$ cat src/rtl/leddc_pkg.sv
// Shared types, constants and helpers for the scanned LED PWM driver.
// Latency: n/a (declarations only).
// Backpressure: n/a.
package leddc_pkg;

    typedef enum logic [1:0] {
        ST_IDLE  = 2'd0,
        ST_BLANK = 2'd1,
        ST_PWM   = 2'd2
    } scan_state_e;

    localparam logic MODE_FULL = 1'b0;
    localparam logic MODE_HALF = 1'b1;

    // Ceiling log2, with clog2(1) = 0.
    function automatic int clog2(input int v);
        int r;
        r = 0;
        while ((1 << r) < v) begin
            r = r + 1;
        end
        return r;
    endfunction

    // Duty for one pixel. In half mode the dropped LSB is added back on
    // alternate frames, so two frames average to the full-resolution duty.
    function automatic logic [31:0] duty_calc(input logic [31:0] g,
                                              input logic        mode,
                                              input logic        round);
        if (mode == MODE_HALF) begin
            return (g >> 1) + {31'd0, g[0] & round};
        end
        return g;
    endfunction

endpackage

$ cat src/rtl/leddc_fbuf.sv
// Ping-pong frame store: back bank takes pixel writes, front bank feeds one full row.
// Latency: write lands 1 cycle after we; row read is combinational; swap visible next cycle.
// Backpressure: none; the writer must not write while a swap is being requested.
//
// Ports:
//   GCK, rst        clock, synchronous active-high reset (clears bank select only)
//   swap            exchange front and back banks
//   we, wrow, wch,  write one GW-bit pixel into the back bank at (wrow, wch)
//   wdat
//   rrow, rdat      CH pixels of row rrow from the front bank, channel 0 in the LSBs
module leddc_fbuf import leddc_pkg::*; #(
    parameter int CH   = 16,
    parameter int GW   = 8,
    parameter int ROWS = 4,
    localparam int RW  = clog2(ROWS),
    localparam int WW  = clog2(CH),
    localparam int AW  = clog2(ROWS * CH)
) (
    input  logic               GCK,
    input  logic               rst,
    input  logic               swap,
    input  logic               we,
    input  logic [RW-1:0]      wrow,
    input  logic [WW-1:0]      wch,
    input  logic [GW-1:0]      wdat,
    input  logic [RW-1:0]      rrow,
    output logic [CH*GW-1:0]   rdat
);

    logic          front_sel;
    logic [GW-1:0] bank0 [ROWS*CH];
    logic [GW-1:0] bank1 [ROWS*CH];
    logic [AW-1:0] waddr;
    logic [AW-1:0] raddr;

    assign waddr = AW'(wrow) * AW'(CH) + AW'(wch);

    always_ff @(posedge GCK) begin
        if (rst) begin
            front_sel <= 1'b0;
        end else if (swap) begin
            front_sel <= ~front_sel;
        end
    end

    // Contents survive reset; the back bank is whichever one is not in front.
    always_ff @(posedge GCK) begin
        if (we) begin
            if (front_sel) begin
                bank0[waddr] <= wdat;
            end else begin
                bank1[waddr] <= wdat;
            end
        end
    end

    always_comb begin
        rdat  = '0;
        raddr = '0;
        for (int c = 0; c < CH; c++) begin
            raddr = AW'(rrow) * AW'(CH) + AW'(c);
            rdat[c*GW +: GW] = front_sel ? bank1[raddr] : bank0[raddr];
        end
    end

endmodule

$ cat src/rtl/leddc_scan_pwm.sv
// Serial grey-scale loader into a ping-pong frame store plus row-scanned PWM driver.
// Latency: OUT/ROW/FDONE registered, 1 cycle after the scan state that produces them.
// Backpressure: none; DAI bits are dropped while READY is high or on a Vsync rise.
//
// Ports:
//   GCK, rst      clock, synchronous active-high reset
//   DAI, DEN      serial pixel bit (LSB first) and its valid
//   Vsync         display enable; rising edge starts a frame and may swap banks
//   mode          0: GW-bit PWM, 1: (GW-1)-bit PWM with LSB dither (latched at Vsync rise)
//   OUT           CH channel drives
//   ROW           active row index
//   READY         back bank holds a complete frame awaiting a swap
//   FDONE         one-cycle pulse after the last row's PWM phase
module leddc_scan_pwm import leddc_pkg::*; #(
    parameter int CH    = 16,
    parameter int GW    = 8,
    parameter int ROWS  = 4,
    parameter int BLANK = 2,
    localparam int RW   = clog2(ROWS)
) (
    input  logic          GCK,
    input  logic          rst,
    input  logic          DAI,
    input  logic          DEN,
    input  logic          Vsync,
    input  logic          mode,
    output logic [CH-1:0] OUT,
    output logic [RW-1:0] ROW,
    output logic          READY,
    output logic          FDONE
);

    localparam int WW = clog2(CH);
    localparam int BW = clog2(GW);
    // Phase counter covers both the blanking interval and the longest PWM phase.
    localparam int CW = (clog2(BLANK) > GW) ? clog2(BLANK) : GW;

    // ---------------------------------------------------------------- write side
    logic          vs_q;
    logic          vs_rise;
    logic [BW-1:0] bitcnt;
    logic [GW-1:0] pix;
    logic [GW-1:0] wr_pix;
    logic [RW-1:0] wrow;
    logic [WW-1:0] wch;
    logic          take_bit;
    logic          wr_en;
    logic          mode_q;
    logic          round;

    assign vs_rise  = Vsync && !vs_q;
    // A Vsync rise restarts the write pointer, so a bit in that cycle is dropped.
    assign take_bit = DEN && !READY && !vs_rise;
    assign wr_en    = take_bit && (bitcnt == BW'(GW - 1));

    always_comb begin
        wr_pix         = pix;
        wr_pix[bitcnt] = DAI;
    end

    always_ff @(posedge GCK) begin
        if (rst) begin
            vs_q   <= 1'b0;
            bitcnt <= '0;
            pix    <= '0;
            wrow   <= '0;
            wch    <= '0;
            READY  <= 1'b0;
            mode_q <= MODE_FULL;
            round  <= 1'b0;
        end else begin
            vs_q <= Vsync;
            if (vs_rise) begin
                bitcnt <= '0;
                wrow   <= '0;
                wch    <= '0;
                READY  <= 1'b0;
                mode_q <= mode;
                round  <= ~round;
            end else if (take_bit) begin
                pix <= wr_pix;
                if (bitcnt == BW'(GW - 1)) begin
                    bitcnt <= '0;
                    if (wch == WW'(CH - 1)) begin
                        wch <= '0;
                        if (wrow == RW'(ROWS - 1)) begin
                            wrow  <= '0;
                            READY <= 1'b1;
                        end else begin
                            wrow <= wrow + 1'b1;
                        end
                    end else begin
                        wch <= wch + 1'b1;
                    end
                end else begin
                    bitcnt <= bitcnt + 1'b1;
                end
            end
        end
    end

    // ---------------------------------------------------------------- frame store
    logic [RW-1:0]    row_idx;
    logic [CH*GW-1:0] row_pix;

    leddc_fbuf #(
        .CH   (CH),
        .GW   (GW),
        .ROWS (ROWS)
    ) u_fbuf (
        .GCK  (GCK),
        .rst  (rst),
        .swap (vs_rise && READY),
        .we   (wr_en),
        .wrow (wrow),
        .wch  (wch),
        .wdat (wr_pix),
        .rrow (row_idx),
        .rdat (row_pix)
    );

    // ---------------------------------------------------------------- scan FSM
    scan_state_e   state;
    scan_state_e   state_nxt;
    logic [CW-1:0] cnt;
    logic [CW-1:0] cnt_nxt;
    logic [CW-1:0] p_last;
    logic [RW-1:0] row_nxt;
    logic [RW-1:0] row_out_nxt;
    logic [CH-1:0] pwm_hit;
    logic [CH-1:0] out_nxt;
    logic          fdone_nxt;

    assign p_last = (mode_q == MODE_HALF) ? CW'((1 << (GW - 1)) - 1)
                                          : CW'((1 << GW) - 1);

    always_comb begin
        pwm_hit = '0;
        for (int c = 0; c < CH; c++) begin
            pwm_hit[c] = cnt < CW'(GW'(duty_calc(32'(row_pix[c*GW +: GW]), mode_q, round)));
        end
    end

    always_comb begin
        state_nxt   = state;
        cnt_nxt     = cnt;
        row_nxt     = row_idx;
        row_out_nxt = ROW;
        out_nxt     = '0;
        fdone_nxt   = 1'b0;
        if (vs_rise) begin
            state_nxt = ST_BLANK;
            cnt_nxt   = '0;
            row_nxt   = '0;
        end else if (!Vsync) begin
            state_nxt = ST_IDLE;
            cnt_nxt   = '0;
        end else begin
            unique case (state)
                ST_IDLE: begin
                    state_nxt = ST_IDLE;
                end
                ST_BLANK: begin
                    if (cnt == '0) begin
                        row_out_nxt = row_idx;
                    end
                    if (cnt == CW'(BLANK - 1)) begin
                        state_nxt = ST_PWM;
                        cnt_nxt   = '0;
                    end else begin
                        cnt_nxt = cnt + 1'b1;
                    end
                end
                ST_PWM: begin
                    out_nxt = pwm_hit;
                    if (cnt == p_last) begin
                        state_nxt = ST_BLANK;
                        cnt_nxt   = '0;
                        if (row_idx == RW'(ROWS - 1)) begin
                            row_nxt   = '0;
                            fdone_nxt = 1'b1;
                        end else begin
                            row_nxt = row_idx + 1'b1;
                        end
                    end else begin
                        cnt_nxt = cnt + 1'b1;
                    end
                end
                default: begin
                    state_nxt = ST_IDLE;
                end
            endcase
        end
    end

    always_ff @(posedge GCK) begin
        if (rst) begin
            state   <= ST_IDLE;
            cnt     <= '0;
            row_idx <= '0;
            OUT     <= '0;
            ROW     <= '0;
            FDONE   <= 1'b0;
        end else begin
            state   <= state_nxt;
            cnt     <= cnt_nxt;
            row_idx <= row_nxt;
            OUT     <= out_nxt;
            ROW     <= row_out_nxt;
            FDONE   <= fdone_nxt;
        end
    end

endmodule
$ cat config.mk
export PLATFORM = sky130hd
export DESIGN_NAME = leddc_scan_pwm
export DESIGN_NICKNAME = d
export VERILOG_FILES = /design/src/rtl/leddc_pkg.sv /design/src/rtl/leddc_fbuf.sv /design/src/rtl/leddc_scan_pwm.sv
export SDC_FILE = /design/constraint.sdc
export NUM_CORES = 1
export LEC_CHECK = 0
export CAP_MARGIN = 20
export CORE_ASPECT_RATIO = 1.2
export CORE_MARGIN = 2
export CORE_UTILIZATION = 50
export DETAILED_ROUTE_END_ITERATION = 6
export PLACE_DENSITY_LB_ADDON = 0.2
export SLEW_MARGIN = 40
export SYNTH_ARGS = -nofsm -noshare
export SYNTH_HDL_FRONTEND = slang
export SYNTH_SLANG_ARGS = --single-unit
$ cat constraint.sdc
create_clock -name GCK -period 3.1 [get_ports GCK]
set_input_delay 0.465 -clock GCK [delete_from_list [all_inputs] [get_ports GCK]]
set_output_delay 0.465 -clock GCK [all_outputs]
set_load 0.05 [all_outputs]
==> results.py <==
metrics = {
    "final_layout": {
        "register_area_sq_um": 31900,
        "postLayoutCoreUtil_pct": 60.9,
        "fin_cells": 4529,
        "drive_gt1_share_pct": 33.3,
        "fillers": 6748,
        "syn2layout_area_growth_pct": 20.5,
        "layout_common_cells": "edfxtp_1, buf_4, nor2_1",
        "final_nets": 3353,
        "multi_input_area_sq_um": 15500,
        "final_common_cell": "edfxtp_1",
    },
    "worst_setup_path": {
        "reg2reg_from": "row_idx[0]",
        "worstPathBufferInverterCount": 6,
        "crit_path_top_delay_cell": "mux4_2",
        "endpoint_kind": "register",
        "crit_path_start_kind": "register",
        "crit_fanout": 8,
        "path_delay_family": "multiplexers",
        "critPathLaunch": "row_idx[0]",
        "crit_path_end": "OUT[15]",
        "worstPathArrival_ns": 3.82,
        "required_ns": 3.66,
        "worstRegToRegCells": 14,
        "slowest_delay_ns": 0.52,
        "reg2reg_to": "OUT[15]",
        "cp_num_cells": 14,
        "rrSetupSlack_ns": -0.15,
        "crit_chain": "buf_6, buf_12, buf_8, mux4_2, mux2_4, ha_4, nand4_1, buf_4, buf_6, a221oi_2, ha_1, nand4_1, buf_4, o311a_1",
        "crit_type": "register to register",
    },
    "sta": {
        "rsz0062_at_grt": "yes",
        "fin_crit_ns": 3.25,
        "drv_slew": 0,
        "fin_worst_skew_ns": 0.0303,
        "setup_ws_ns": -0.154,
        "finalSetupViolations": 14,
        "worst_pin_slew_ns": 0.849,
        "maxSlewHeadroom_pct": 43.3,
        "hold_violations": 0,
        "clock.fmax_mhz": 307,
        "finalCritPeriodShare_pct": 105,
    },
    "detailed_routing": {
        "vias_per_cell": 6.05,
        "postRouteAntennaNets": 0,
        "drcViolationCount": 0,
        "drt_iter0_markers": 2457,
        "num_vias": 27400,
        "routedWlPerCell_um": 26.5,
        "wirelength_um": 120000,
        "first_pass_iters": 5,
    },
    "grt": {
        "grt.busiest_layer": "met2",
        "grt_pass1_vias": 28200,
        "grt_max_degree": 130,
        "antenna_found_initial": 0,
        "track_usage_pct": 24.6,
        "grt_util_met1_pct": 32.1,
        "grt_pass1_wl_um": 178000,
        "use_met2_pct": 42.3,
        "gr-total-overflow": 0,
        "use_met3_pct": 3.58,
    },
    "synthesis": {
        "synth_fa_ha_area_share_pct": 4.17,
        "yosysWarnings": 0,
        "synthXorXnorAreaFrac_pct": 0.573,
        "synth_edf_count": 1024,
        "synth_top_family_by_area": "multiplexers",
        "synth_compound_area_share_pct": 4.96,
        "synth_flop_cell": "edfxtp_1",
        "synthCells": 2754,
        "synth.area.mux_share_pct": 15.1,
        "synth_nets": 2918,
        "synth_cell_types": 69,
        "ys_seq_area_share_pct": 67.2,
        "synth-simple-area-share_pct": 5.79,
        "netlist_area_sq_um": 47400,
        "avgSynthCellArea_sq_um": 17.2,
        "async_flop_share_pct": 0,
        "synth.ff_latch_count": 1079,
    },
    "clocking": {
        "ctsHoldBuffers": 0,
        "cts.clk_slew.worst_paths_ns": 0.06,
        "cts_tree": "done",
        "clk_latency_ns": 0.69,
        "cts_sinks": 1079,
        "cts_htree_levels": 3,
        "max-clock-path-buffers": 3,
        "numCtsBuffers": 104,
        "cts-root-buf": "clkbuf_16",
    },
    "outcome": {
        "violations": "setup timing",
        "status": "finished, violations left",
    },
    "job": {
        "maxCapViolCount": 0,
    },
    "pwr": {
        "p_per_area_nw_per_um2": 509,
        "power_leakage_nw": 19.7,
        "vdd_drop_max_uv": 415,
    },
    "floorplanning": {
        "die_w_um": 285,
        "io_pins": 26,
        "initial_core_util_pct": 50.5,
        "dieHeight_um": 341,
        "placementRows": 123,
        "core_sq_um": 93900,
        "dieArea_sq_um": 97300,
    },
    "place": {
        "placed_cells": 4242,
        "gp_congestion": 0.881,
        "hpwl_um": 76800,
        "io_buffers": 25,
    },
    "worst_hold_path": {
        "min_path_type": "register to register",
    },
}
## how the worst min path moves through the flow
stage | depth (start not counted) | slack [ns] | startpoint | to
global route | 2 | 0.50 | pix[6] | pix[6]
detailed placement | 2 | 0.47 | pix[6] | pix[6]
global placement | 2 | 0.46 | pix[5] | pix[5]
CTS | 2 | 0.48 | pix[6] | pix[6]
finish | 2 | 0.48 | pix[3] | pix[3]
floorplan | 2 | 0.44 | pix[5] | pix[5]
## tightest hold or removal path: stages (launching register included)
cell     delay [ns]
dfxtp_1        0.31
o21ai_0        0.06
a21oi_1        0.06
## final cells by class
class	count	area share, %
Antenna cell	1	0.00438
Clock buffer	128	4.86
Clock inverter	67	1.20
Inverter	30	0.201
Multi-Input combinational cell	1501	27.1
Sequential cell	1079	55.8
Tap cell	1250	2.74
Timing Repair Buffer	473	8.10
## per-stage QoR
step / power (mW) / hold slack (ns) / TNS [ns] / setup slack, ns / area [sq um]
CTS: 29.3 / 0.478 / -0.765 / -0.105 / 56600
floorplan: 16.4 / 0.444 / -0.899 / -0.0972 / 47800
global route: 29.9 / 0.500 / -3.13 / -0.247 / 57100
global placement: 16.6 / 0.459 / -2.26 / -0.149 / 51900
finish: 29.1 / 0.476 / -1.03 / -0.154 / 57100
detailed placement: 16.6 / 0.469 / -5.87 / -0.182 / 51900
## repair_timing
| item | in CTS | in global routing |
|---|---|---|
| resized for setup | 123 | 66 |
| setup endpoints to repair | 15 | 16 |
| buffers inserted | 59 | 28 |
| pin swaps | 70 | 51 |
| cloned | 8 | 4 |
| hold endpoints to repair | 0 | 0 |
## registers in the layout, indices dropped and copies added (netlist names), named ones only
signal            flops
u_fbuf.bank0        512
u_fbuf.bank1        512
OUT                  16
cnt                   8
pix                   8
wch                   4
bitcnt                3
ROW                   2
row_idx               2
state                 2
wrow                  2
FDONE                 1
READY                 1
mode_q                1
round                 1
u_fbuf.front_sel      1
vs_q                  1
## Yosys cell counts, types with 8 or more instances
master	count	share of area (%)
nor2_1	221	1.7
edfxtp_1	1024	65
clkbuf_1	64	0.51
nand3b_1	10	0.16
or3_1	11	0.15
ha_1	158	4.2
xnor2_1	23	0.42
buf_12	10	0.42
xor2_1	8	0.15
a22oi_1	16	0.25
a221oi_1	12	0.22
mux2i_1	109	2.3
or4_1	9	0.14
dfxtp_1	55	2.3
nor4_1	22	0.29
mux4_2	217	10
a31oi_1	8	0.11
nand2_1	105	0.83
buf_4	12	0.19
o211ai_1	13	0.21
buf_2	29	0.31
a21o_1	18	0.29
inv_1	28	0.22
a21oi_1	71	0.75
buf_1	8	0.063
a32oi_1	16	0.30
nand4_1	23	0.30
mux2_2	83	2.0
nand3_1	30	0.32
a221oi_2	8	0.25
o21ai_1	28	0.30
o21ai_0	71	0.75
buf_6	21	0.50
a2111oi_0	13	0.24
o311a_1	22	0.46
nor2b_1	43	0.57
nor3_1	38	0.40
## cells by family after synthesis
group | after synthesis
xor+xnor | 31
compound gates | 339
fa+ha+maj | 158
mux | 421
simple gates | 552
buf+inv | 174
flops | 1079
## power breakdown
| group | internal, mW | leakage, nW | total (mW) | switching, mW |
|---|---|---|---|---|
| Clock | 7.38 | 1.68 | 12.8 | 5.40 |
| Combinational | 0.183 | 7.63 | 0.516 | 0.333 |
| Sequential | 15.8 | 10.4 | 15.8 | 0.00836 |
| Total | 23.4 | 19.7 | 29.1 | 5.74 |
## per-layer routing
| metal | wire length [um] | share of wire (%) |
|---|---|---|
| met2 | 60800 | 51 |
| met3 | 6990 | 5.8 |
| met4 | 4390 | 3.7 |
| met5 | 0 | 0 |
| met1 | 48000 | 40 |
Note: power is estimated with default switching activity, not from simulation.
==> edit 1 (config.mk and constraints unchanged) <==
Make the reset (`rst`) asynchronous in 3 clocked blocks. Comments in the files are not updated.
--- a/src/rtl/leddc_fbuf.sv
+++ b/src/rtl/leddc_fbuf.sv
@@ -35,7 +35,7 @@
 
     assign waddr = AW'(wrow) * AW'(CH) + AW'(wch);
 
-    always_ff @(posedge GCK) begin
+    always_ff @(posedge GCK or posedge rst) begin
         if (rst) begin
             front_sel <= 1'b0;
         end else if (swap) begin
--- a/src/rtl/leddc_scan_pwm.sv
+++ b/src/rtl/leddc_scan_pwm.sv
@@ -58,7 +58,7 @@
         wr_pix[bitcnt] = DAI;
     end
 
-    always_ff @(posedge GCK) begin
+    always_ff @(posedge GCK or posedge rst) begin
         if (rst) begin
             vs_q   <= 1'b0;
             bitcnt <= '0;
@@ -193,7 +193,7 @@
         end
     end
 
-    always_ff @(posedge GCK) begin
+    always_ff @(posedge GCK or posedge rst) begin
         if (rst) begin
             state   <= ST_IDLE;
             cnt     <= '0;
Check against the original RTL: not settled (the Yosys comparison gave no result); the edit may change what the design does.
==> edit 1 against the unedited design <==
  * The flow still finishes with violations (setup timing)
  * Design area increased by 1.9%
  * Sequential share of layout area decreased by 0.66 points
  * First-iteration DRC count increased by 20%
  * Via count increased by 3.7%
  * Count of clock-buffer cells in the layout decreased by 2
  * Worst setup slack got worse by 55 ps
  * Critical path depth decreased by 1
  * Area after synthesis increased by 0.38%
  * Sequential cell count decreased by 2
  * Routed wire length increased by 5.6%
  * Largest cell class unchanged
  * Highest routed layer is now met5
Power is not compared: it rests on default switching activity, and its combinational part moved more than twofold at a synthesized area within 25%.
==> edit 1: results (changes against the unedited design) <==
Run status
  • Outcome: complete, but fails checks
  • Failing checks: setup timing

Final layout
  • Ant diodes: 2 (+1)
  • Inverter count: 33 (+10%)
  • Total Nets Final: 3,503 (+4.5%)
  • Multi-input gates: 1,582 (+5.4%)
  • Final Non-Filler Cells: 4,681 (+3.4%)
  • Share of cells above drive strength 1: 0.341 (+0.00779)
  • Fraction of area in non-clock buffers: 0.0895 (+0.00844)
  • FF/Latch Area: 32,100 µm² (+0.69%)
  • Clock buf count: 126 (-1.6%)

Drt
  • Met2 wire length: 62.7 mm (+3.2%)
  • Detailed-router iteration count before antenna repair: 6 (+1)
  • DRT met1 WL: 50.5 mm (+5.0%)
  • Met3 WL: 9.27 mm (+32%)
  • Via count: 28.4k (+3.7%)

Timing
  • Final Skew: 23.0 ps (-7.29 ps)
  • TNS Setup: -2050 ps (-1010 ps)
  • # setup viols final: 16 (+2)
  • Final WS setup: -210 ps (-55.4 ps)
  • Relative slew slack: 0.466 (+0.0335)

Global route
  • Met2 usage: 0.438 (+0.0144)
  • Global-route wire length before repair: 186 mm (+4.6%)
  • Gr usage total: 0.259 (+0.0130)
  • GR Util met1: 0.342 (+0.0218)
  • Vias in the first global route: 29.3k (+3.9%)

Synth
  • Seq/Total Area, Yosys: 0.674 (+0.00217)
  • Ys async rst share: 0.0492 (+0.0492)
  • Post-synthesis net count: 2,998 (+2.7%)
  • Yosys cell types: 75 (+8.7%)
  • Most common library cells after synthesis: edfxtp_1 (1,024), mux4_2 (221), nor2_1 (211), nand2_1 (172), ha_1 (158)

Clock network
  • CTS Buf Count: 105 (+0.96%)
  • Sink Count: 1,077 (-0.19%)
  • Post-CTS Setup Inserts: 62 (+5.1%)

Worst setup path
  • Crit path from: row_idx[1]
  • Crit Path Max Fanout: 16 (+8)
  • Data arrival time of the worst path: 3880 ps (+60 ps)
  • Worst r2r dst: OUT[8]

Place
  • Cell count after placement: 4,394 (+3.6%)
  • Dpl hpwl: 77.7 mm (+1.2%)
  • Dpl cell area: 52,700 µm² (+1.6%)

Power
  • Final Power: 38.5 mW
-- edit 1: cell types whose count changed in the layout (fill, tap and decap cells not counted), moves of 18 or more --
cell,unedited run,this run
a21oi_1,61,42
buf_4,366,428
dfrtp_1,0,49
dfxtp_1,46,0
mux2_4,49,19
nand2_1,88,150
nor2_1,220,201
o211ai_1,13,31
o21ai_0,54,81
o311a_1,22,3
-- edit 1: worst min path at each step --
stage	from	end	slack [ps]	cells after the start
after floorplan	pix[1]	pix[1]	470	1
after global placement	ROW[0]	ROW[0]	470	2
after detailed placement	ROW[0]	ROW[0]	480	2
after CTS	rst	pix[6]	210	2
after global routing	rst	bitcnt[2]	250	2
final	rst	pix[0]	210	2
-- edit 1: cell families after synthesis --
family	synth area share
fa+ha+maj	0.0415
simple gates	0.0598
buf+inv	0.0194
compound gates	0.0537
flops	0.674
xor+xnor	0.00423
mux	0.147
==> edit 2 (same flow settings) <==
Without the edit above. Change the parameter `BLANK` from 2 to 1.
--- a/src/rtl/leddc_scan_pwm.sv
+++ b/src/rtl/leddc_scan_pwm.sv
@@ -15,7 +15,7 @@
     parameter int CH    = 16,
     parameter int GW    = 8,
     parameter int ROWS  = 4,
-    parameter int BLANK = 2,
+    parameter int BLANK = 1,
     localparam int RW   = clog2(ROWS)
 ) (
     input  logic          GCK,
Check against the original RTL: not settled (the Yosys comparison gave no result); the edit may change what the design does.
==> edit 2 against the unedited design <==
  * The flow finishes with violations (DRC, setup timing)
  * Worst setup slack got worse by 44 ps
  * Area after synthesis rose by 0.13%
  * Power rose by 2.5%
  * Synthesized cell count rose by 1.8%
  * Global-route usage rose by 0.60 points
  * Design area rose by 0.47%
  * Sequential power barely moved
  * Worst hold slack got worse by 50 ps
  * Sequential cell count did not move
  * Routed wire length rose by 3.0%
  * Largest cell class unchanged
  * Largest power group unchanged
==> edit 2: results (changes against the unedited design) <==
Run status
  • Outcome: complete, but fails checks
  • Failing checks: DRC, setup timing

Clock network
  • CTS Buf Count: 103 (-0.96%)
  • Number of H-tree levels: 3 (unchanged)
  • Clock Root Buffer: clkbuf_16
  • CTS Buffer Depth: 3 (unchanged)
  • Reg clk slew, reported paths: 60 ps (about the same)
  • Worst skew pair latency: 680 ps

Power
  • Max VDD drop: 0.429 mV (+3.5%)
  • Pleak: 19.9 nW (+0.72%)

Place
  • Dpl hpwl: 79.0 mm (+3.0%)
  • Port-buffer cells: 25 (unchanged)
  • Setup WS pre-CTS: -226 ps (-44.4 ps)
  • Cell count after placement: 4,339 (+2.3%)
  • Global placer's final weighted congestion: 0.864 (-1.9%)

Synth
  • Mapped Avg Cell Area: 16.9 µm² (-1.7%)
  • Ys async rst share: 0 (unchanged)
  • Seq/Total Area, Yosys: 0.671 (-0.000885)
  • Post-synthesis net count: 2,967 (+1.7%)
  • Yosys cell types: 74 (+7.2%)
  • Post-synth EDFFs: 1,024 (unchanged)
  • Yosys synthesis warning count: 0 (unchanged)
  • Largest cells by area after synthesis: edfxtp_1 (65%), mux4_2 (9.1%), ha_1 (4.1%), mux2_2 (2.5%), mux2i_1 (2.5%)
  • Most common library cells after synthesis: edfxtp_1 (1,024), nor2_1 (223), mux4_2 (192), ha_1 (157), mux2i_1 (118)
  • Top-area cell type share of the netlist area: 0.648 (-0.000855)

Timing
  • Final WS setup: -198 ps (-44.3 ps)
  • # setup viols final: 11 (-3)
  • Slew @ Worst Pin: 938 ps (+88.8 ps)
  • Final Skew: 16.8 ps (-13.5 ps)
  • Fin. Hold Viols: 0 (unchanged)

Worst setup path
  • Slowest CP cell: or4_1
  • Slowest stage delay, CP: 600 ps (+80 ps)
  • Top Family by Delay on Critical Path: simple AND/OR/NAND/NOR gates
  • Crit Path Max Fanout: 6 (-2)
  • Data arrival time of the worst path: 3910 ps (+90 ps)

Global route
  • Global-route wire length before repair: 182 mm (+2.0%)
  • Gr usage total: 0.252 (+0.00601)
  • Initial antenna violation count: 5 (+5)
  • Largest net degree at the start of global routing: 109 (-16%)
  • Vias in the first global route: 28.6k (+1.5%)

Drt
  • Average wire per standard cell: 26.8 µm (+1.0%)
  • Detailed-router iteration count before antenna repair: 7 (+2)
  • Via/cell ratio: 6.11 (+0.98%)
  • Via count: 28.2k (+2.9%)
  • Initial DRC Count: 2,766 (+13%)
  • DRC violations left: 1 (+1)

Final layout
  • # fillers: 6,761 (+0.19%)
  • Regs by FF count: u_fbuf.bank0 (512), u_fbuf.bank1 (512), OUT (16)
  • Share of cells above drive strength 1: 0.334 (+0.000996)
  • Total Nets Final: 3,437 (+2.5%)

Hold path
  • Type of the worst min-delay path: in -> reg
## edit 2: cell type report
type,count,area [µm²],area share
clock buffer,132,2850,0.0497
antenna,2,5.00,0.0000872
inverter,28,109,0.00190
multi-input combinational,1550,15500,0.269
timing repair buffer,512,4750,0.0828
clock inverter,63,811,0.0141
tap,1250,1560,0.0272
sequential,1079,31900,0.555
## edit 2: path summary, 6_finish.rpt
| path | startpoint | end | slack (ps) | cells after the start |
|---|---|---|---|---|
| worst max-delay path | row_idx[0] | OUT[7] | -200 | 15 |
| worst min-delay path | rst | vs_q | 430 | 2 |
| worst max register to register | row_idx[0] | OUT[7] | -200 | 15 |
| worst min register to register | pix[7] | pix[7] | 480 | 2 |
## edit 2: cells by family after synthesis
kind of cell    after synthesis  share of synthesized area
compound gates              358                     0.0526
xor+xnor                     30                    0.00554
fa+ha+maj                   157                     0.0414
simple gates                572                     0.0583
mux                         433                      0.149
flops                      1079                      0.671
buf+inv                     175                     0.0217
## edit 2: where the power goes
part | internal, mW | total [mW] | switching [mW]
clock | 8.08 | 13.5 | 5.43
sequential | 15.8 | 15.8 | 0.00874
combinational | 0.175 | 0.499 | 0.325
## edit 2: timing repair
action / in CTS / in global routing
gates cloned: 5 / 2
setup buffers: 49 / 28
setup endpoints to repair: 16 / 16
pin swaps: 35 / 39
resized for setup: 70 / 100
## edit 2: per-stage QoR
step | instance area [µm²] | setup TNS, ps | utilization | hold WS [ps]
after floorplan | 47800 | -1020 | - | 444
after global placement | 52300 | -1690 | 0.557 | 461
after detailed placement | 52300 | -1940 | 0.557 | 471
after CTS | 56800 | -594 | 0.605 | 395
after global routing | 57400 | -2420 | 0.612 | 422
final | 57400 | -797 | 0.612 | 426
## edit 2: routing by layer
metal | wire (µm) | vias to the layer above | GRT usage
li1 | - | 12300 | -
met1 | 49100 | 14600 | 0.334
met2 | 62100 | 1113 | 0.429
met3 | 8600 | 227 | 0.0357
met4 | 4060 | 0 | 0.0904
met5 | 0 | - | 0
